File: config.mk
export PLATFORM = sky130hd
export DESIGN_NAME = user_id_matcher
export DESIGN_NICKNAME = d
export VERILOG_FILES = /design/src/rtl/user_id_matcher.sv
export SDC_FILE = /design/constraint.sdc
export NUM_CORES = 1
export LEC_CHECK = 0
export CORE_UTILIZATION = 40
export CTS_CLUSTER_DIAMETER = 200
export DETAILED_ROUTE_END_ITERATION = 7
export PLACE_DENSITY = 0.64
export SYNTH_ARGS = -nofsm -noshare
export SYNTH_HDL_FRONTEND = slang
export SYNTH_SLANG_ARGS = --single-unit
File: constraint.sdc
create_clock -name clk -period 1.8 [get_ports clk]
set_input_delay 0.18 -clock clk [delete_from_list [all_inputs] [get_ports clk]]
set_output_delay 0.18 -clock clk [all_outputs]
set_load 0.05 [all_outputs]
File: src/rtl/user_id_matcher.sv
// Purpose : collect an N-digit user ID, scan the ID ROM entry by entry, report the matching index.
// Latency : match on entry k reported (k+1)*(DIGITS*(ROM_LAT+2)+1)+1 clocks after the last digit.
// Backpr. : none; single-cycle strobes, Game_Enter ignored while scanning/matched/locked.
module user_id_matcher #(
  parameter int DIGITS      = 4,
  parameter int DIGIT_W     = 4,
  parameter int NUM_IDS     = 8,
  parameter int ADDR_W      = 5,
  parameter int ID_W        = 5,
  parameter int ROM_LAT     = 2,
  parameter logic [DIGITS*DIGIT_W-1:0] GUEST_ID = '0,
  parameter int MAX_FAIL    = 3,
  parameter int LOCK_CYCLES = 16
) (
  input  logic               clk,
  input  logic               rst,
  input  logic               Game_Enter,
  input  logic [DIGIT_W-1:0] User_digit,
  input  logic               LogOut,
  output logic [ADDR_W-1:0]  rom_addr,
  input  logic [DIGIT_W-1:0] rom_q,
  output logic               MatchedID,
  output logic [ID_W-1:0]    InternalID,
  output logic               Guest,
  output logic               NoMatch,
  output logic               Locked,
  output logic               Busy
);

  localparam int ID_BITS = DIGITS * DIGIT_W;
  localparam int DCNT_W  = $clog2(DIGITS + 1);
  localparam int WAIT_W  = (ROM_LAT > 1) ? $clog2(ROM_LAT) : 1;
  localparam int FAIL_W  = $clog2(MAX_FAIL + 1);
  localparam int TMR_W   = $clog2(LOCK_CYCLES + 1);

  localparam logic [DCNT_W-1:0] LAST_DIGIT = DCNT_W'(DIGITS - 1);
  localparam logic [ID_W-1:0]   LAST_ENTRY = ID_W'(NUM_IDS - 1);
  localparam logic [WAIT_W-1:0] WAIT_LAST  = WAIT_W'((ROM_LAT > 0) ? ROM_LAT - 1 : 0);
  localparam logic [FAIL_W-1:0] FAIL_LIMIT = FAIL_W'(MAX_FAIL);
  localparam logic [TMR_W-1:0]  LOCK_LOAD  = TMR_W'(LOCK_CYCLES);

  typedef enum logic [2:0] {
    ST_ENTRY,
    ST_FETCH,
    ST_WAIT,
    ST_CATCH,
    ST_COMPARE,
    ST_MATCHED,
    ST_FAIL,
    ST_LOCKED
  } state_t;

  state_t              state;
  logic [ID_BITS-1:0]  user_id;
  logic [ID_BITS-1:0]  rom_id;
  logic [DCNT_W-1:0]   dcnt;      // digits accepted so far in ENTRY
  logic [DCNT_W-1:0]   digit;     // digit index within the ROM entry being read
  logic [ID_W-1:0]     entry;     // ROM entry under scan
  logic [WAIT_W-1:0]   wait_cnt;
  logic [FAIL_W-1:0]   fail_cnt;
  logic [TMR_W-1:0]    lock_tmr;

  logic [ID_BITS-1:0]  user_next;
  logic [ID_BITS-1:0]  rom_next;
  logic [ADDR_W-1:0]   fetch_addr;
  logic [FAIL_W-1:0]   fail_inc;
  logic                scanning;

  // Shift-in values, ROM address of the current digit and scan-state decode
  assign user_next  = {user_id[ID_BITS-DIGIT_W-1:0], User_digit};
  assign rom_next   = {rom_id[ID_BITS-DIGIT_W-1:0], rom_q};
  assign fetch_addr = ADDR_W'(32'(entry) * 32'(DIGITS) + 32'(digit));
  assign fail_inc   = fail_cnt + FAIL_W'(1);
  assign scanning   = (state == ST_FETCH) || (state == ST_WAIT) ||
                      (state == ST_CATCH) || (state == ST_COMPARE);
  assign Busy       = (state != ST_ENTRY) && (state != ST_MATCHED);

  // Main FSM: digit entry, ROM scan, match/fail reporting and lockout, all outputs registered
  always_ff @(posedge clk) begin
    if (!rst) begin
      state      <= ST_ENTRY;
      user_id    <= '0;
      rom_id     <= '0;
      dcnt       <= '0;
      digit      <= '0;
      entry      <= '0;
      wait_cnt   <= '0;
      fail_cnt   <= '0;
      lock_tmr   <= '0;
      rom_addr   <= '0;
      MatchedID  <= 1'b0;
      InternalID <= '0;
      Guest      <= 1'b0;
      NoMatch    <= 1'b0;
      Locked     <= 1'b0;
    end else begin
      NoMatch <= 1'b0;
      if (LogOut && scanning) begin
        // Abort: drop the lookup silently, fail count untouched
        state    <= ST_ENTRY;
        user_id  <= '0;
        rom_id   <= '0;
        dcnt     <= '0;
        digit    <= '0;
        entry    <= '0;
        wait_cnt <= '0;
        rom_addr <= '0;
      end else begin
        case (state)
          ST_ENTRY: begin
            if (LogOut) begin
              // LogOut outranks a simultaneous digit strobe
              user_id <= '0;
              dcnt    <= '0;
            end else if (Game_Enter) begin
              user_id <= user_next;
              if (dcnt == LAST_DIGIT) begin
                dcnt   <= '0;
                entry  <= '0;
                digit  <= '0;
                rom_id <= '0;
                state  <= ST_FETCH;
              end else begin
                dcnt <= dcnt + DCNT_W'(1);
              end
            end
          end

          ST_FETCH: begin
            rom_addr <= fetch_addr;
            wait_cnt <= '0;
            if (ROM_LAT == 0) begin
              state <= ST_CATCH;
            end else begin
              state <= ST_WAIT;
            end
          end

          ST_WAIT: begin
            if (wait_cnt == WAIT_LAST) begin
              state <= ST_CATCH;
            end else begin
              wait_cnt <= wait_cnt + WAIT_W'(1);
            end
          end

          ST_CATCH: begin
            rom_id <= rom_next;
            if (digit == LAST_DIGIT) begin
              state <= ST_COMPARE;
            end else begin
              digit <= digit + DCNT_W'(1);
              state <= ST_FETCH;
            end
          end

          ST_COMPARE: begin
            if (user_id == rom_id) begin
              state <= ST_MATCHED;
            end else if ((&rom_id) || (entry == LAST_ENTRY)) begin
              // End marker or last scannable entry reached
              state <= ST_FAIL;
            end else begin
              entry  <= entry + ID_W'(1);
              digit  <= '0;
              rom_id <= '0;
              state  <= ST_FETCH;
            end
          end

          ST_MATCHED: begin
            if (LogOut) begin
              MatchedID  <= 1'b0;
              InternalID <= '0;
              Guest      <= 1'b0;
              user_id    <= '0;
              dcnt       <= '0;
              state      <= ST_ENTRY;
            end else begin
              // Re-registered every cycle; values are stable while logged in
              MatchedID  <= 1'b1;
              InternalID <= entry;
              Guest      <= (rom_id == GUEST_ID);
              fail_cnt   <= '0;
            end
          end

          ST_FAIL: begin
            NoMatch  <= 1'b1;
            fail_cnt <= fail_inc;
            user_id  <= '0;
            dcnt     <= '0;
            if (fail_inc == FAIL_LIMIT) begin
              lock_tmr <= LOCK_LOAD;
              Locked   <= 1'b1;
              state    <= ST_LOCKED;
            end else begin
              state <= ST_ENTRY;
            end
          end

          ST_LOCKED: begin
            lock_tmr <= lock_tmr - TMR_W'(1);
            if (lock_tmr <= TMR_W'(1)) begin
              Locked   <= 1'b0;
              fail_cnt <= '0;
              state    <= ST_ENTRY;
            end
          end

          default: state <= ST_ENTRY;
        endcase
      end
    end
  end

endmodule

==> results.yml <==
detailed_routing:
  post_detailed_route_via_to_cell_ratio: 5.48
  dr.first_iter.drc_count: 135
  detailroute.via_count: 3081
  wire_per_inst_um: 14.9
  post-route-drc-count: 0
  routed_wl_um: 8390
  firstDrtPassIters: 4
  final_antenna_net_count: 0
yosys:
  synthesis.instances: 385
  synth_top_area_cell: "sky130_fd_sc_hd__dfxtp_1"
  synth_area_leaders: "sky130_fd_sc_hd__dfxtp_1 (41%), sky130_fd_sc_hd__nor2_1 (5.5%), sky130_fd_sc_hd__a21oi_1 (5.2%), sky130_fd_sc_hd__a22o_1 (4.2%), sky130_fd_sc_hd__nor4b_1 (4.2%)"
  synthesis.area_per_instance_sq_um: 8.72
  yosys.cell_types.count: 51
  synth_sequential_area_ratio_pct: 40.6
  cell_area_after_synthesis_sq_um: 3360
  synth.yosys.warnings: 0
  synth.net_count: 406
  synth_edf_count: 0
  synthArstFlopShare_pct: 0
  ys_dominant_reg_cell: "sky130_fd_sc_hd__dfxtp_1"
  synthDominantCellAreaShare_pct: 40.6
  synth_seq_cells: 68
critical_path:
  data_required_time_at_the_worst_endpoint_ps: 2080
  timing.critical_path.buf_inv: 2
  worst_path_max_delay_cell: "sky130_fd_sc_hd__nor4_2"
  timing.critical_path.max_delay_family: "simple AND/OR/NAND/NOR gates"
  data_arrival_critical_path_ps: 2110
  max_stage_delay_ps: 360
  crit_type: "flop to flop"
  nature_of_the_critical_path_startpoint: "flop"
  critPathMostFrequentCell: "sky130_fd_sc_hd__buf_4"
  worst-r2r-setup-slack_ps: -30
  critPathCaptureType: "flop"
  chain_of_cells_forming_the_critical_path: "xor2_1 > nor4_2 > nand4_1 > buf_4 > buf_4 > a21o_1 > a31oi_1"
  timing.critical_path.fanout_max: 4
sta:
  fin_hold_viols: 0
  layout_min_cycle_time_ps: 1830
  grt_setup_unrepaired: "true"
  timing.max_slew.rel_slack_pct: 64.4
  post-route-worst-setup-slack_ps: -34.0
  final_max_slew_viol_count: 0
  max_freq_mhz: 545
  clock-skew-final_ps: 12.3
  fin_worst_hold_slack_ps: 420
  setup-violations-final: 9
  final_period_utilization_pct: 102
  max_slew.worst_pin.slew_ps: 532
layout:
  drive_above_1_share_pct: 23.6
  final_cell_area_sq_um: 4440
  layout_common_cells: "sky130_fd_sc_hd__dfxtp_1 (53), sky130_fd_sc_hd__nor2_1 (49), sky130_fd_sc_hd__buf_4 (49)"
  num_antenna_cells: 0
  area_growth_syn_to_layout_pct: 32.2
  final_core_utilization_pct: 54.3
  fillCellCount: 761
  layout.cells.non_filler: 562
  layout_commonest_cell: "sky130_fd_sc_hd__dfxtp_1"
  layout.nets: 473
run_status:
  violations: "setup timing"
  outcome: "complete, but fails checks"
job:
  drv_cap: 0
placed_design:
  numPlacedInstances: 542
  gp_routability_congestion: 0.899
  post_detailed_placement_half_perimeter_wirelength_um: 5880
  place_area_sq_um: 4050
  post-place-ws_ps: -139
  port-buffer-count: 26
die:
  design.die.area_sq_um: 8760
  io_pins: 27
  die-width_um: 93.6
  initial_utilization_pct: 41.1
  core-area_sq_um: 8180
  chipHeight_um: 93.6
  rows: 33
clock_network:
  cts-root-buf: "sky130_fd_sc_hd__clkbuf_8"
  cts_inserted_buffers: 9
  clk_path_buf_depth: 2
  maximum_level_of_the_cts_h_tree: 3
  clock_transition_at_the_registers_of_the_reported_paths_ps: 80
  cts.sinks: 68
  cts_tree: "yes"
  clk_latency_worst_skew_pair_ps: 350
power:
  comb_power_share_pct: 6.9
  power.ir.vdd_worst_v: 0.000425
  intPower_uw: 2530
  swShare_pct: 22.4
  power_density_nw_per_um2: 736
  clock_power_share_pct: 46.5
  p_seq_share_pct: 46.6
  power.net_switching_uw: 732
  power_leakage_uw: 0.00182
global_routing:
  global_route_wire_length_before_repair_um: 13600
  grt_overflow: 0
  grt_antenna_before_repair: 0
  first_global_vias: 2766
  grt_util_all_layers_pct: 20.0
  grt_start_max_net_pins: 32
hold_path:
  worst_hold_path_type: "input pin to flop"
[registers in the layout, summed over array words and instances (netlist names)]
signal / flops
entry: 5
InternalID: 5
state: 3
lock_tmr: 5
fail_cnt: 2
MatchedID: 1
wait_cnt: 1
rom_addr: 5
rom_id: 16
NoMatch: 1
user_id: 16
digit: 3
Guest: 1
dcnt: 3
Locked: 1
[metrics by stage]
step           total power, uW  setup TNS (ps)
6_report                  3270            -184
5_1_grt                   3390           -1390
4_1_cts                   3270               0
3_5_place_dp              1760           -4630
3_3_place_gp              1750           -3410
2_1_floorplan             1680               0
[metal layers]
layer  vias to the layer above  track usage, %  share of wire (%)
met1                      1455            27.8                 48
met3                        18            4.47                4.7
met5                         -               0                  0
met4                         0            9.36                2.5
met2                        68            29.2                 45
li1                       1540               -                  -
[worst reg2reg max path: cells and delay by family (launching register included)]
family / cells / cell delay [ps]
flops: 1 / 350
xor+xnor: 1 / 170
simple gates: 2 / 590
compound gates: 2 / 330
buf+inv: 2 / 320
[power groups by stage]
| stage | sequential (uW) | combinational, uW | clock (uW) |
|---|---|---|---|
| global route | 1520 | 243 | 1620 |
| finish | 1520 | 225 | 1520 |
| CTS | 1520 | 200 | 1550 |
| detailed placement | 1560 | 198 | 0 |
| global placement | 1560 | 195 | 0 |
| floorplan | 1560 | 113 | 0 |
[cell usage after synthesis (all sizes together), types with 2 or more instances]
cell type	n
a31o	2
nor2	49
xnor2	2
buf	13
nor3	9
a211oi	2
o2111ai	2
xor2	16
nand2	23
dfxtp	68
or2	2
clkbuf	12
nand4	7
a22oi	4
ha	9
a21oi	35
a31oi	5
nor2b	5
a21o	5
or3	5
nor3b	5
a22o	16
nand3	7
o31ai	5
inv	10
o21ai	12
nor4b	16
and3	2
mux2i	10
a41oi	2
nor4	11
[final timing paths]
check / from / endpoint / cells after the start
max: rom_id[0]$_SDFFE_PP0P_ / state[2]$_SDFFE_PP0P_ / 7
min: rom_q[1] / rom_id[1]$_SDFFE_PP0P_ / 2
max reg2reg: rom_id[0]$_SDFFE_PP0P_ / state[2]$_SDFFE_PP0P_ / 7
min reg2reg: fail_cnt[1]$_SDFFE_PN0P_ / fail_cnt[1]$_SDFFE_PN0P_ / 2
[cells by family after synthesis]
kind of cell	count (synthesis)	synth area share, %
multiplexers	11	3.32
AND/OR/NAND/NOR	146	23.6
flip-flops	68	40.6
buffers and inverters	35	4.66
AO/OA/AOI/OAI	98	19.9
adder cells (fa/ha/maj)	9	3.35
XOR/XNOR	18	4.70
[repair_timing]
item                       CTS  global route
resized for setup            4            28
setup endpoints to repair    6            37
pin swaps                    0             3
gates cloned                 0             2
hold endpoints to repair     0             0
buffers inserted             0             2
hold buffers                 0             0
[final cells by class]
| type | count | area (sq um) | share of cell area, % |
|---|---|---|---|
| Multi-Input combinational cell | 282 | 1920 | 43.2 |
| Inverter | 10 | 37.5 | 0.846 |
| Sequential cell | 68 | 1380 | 31.1 |
| Clock buffer | 9 | 124 | 2.79 |
| Tap cell | 105 | 131 | 2.96 |
| Timing Repair Buffer | 81 | 732 | 16.5 |
| Clock inverter | 7 | 114 | 2.56 |
No activity file was read; power rests on OpenSTA's default activity.
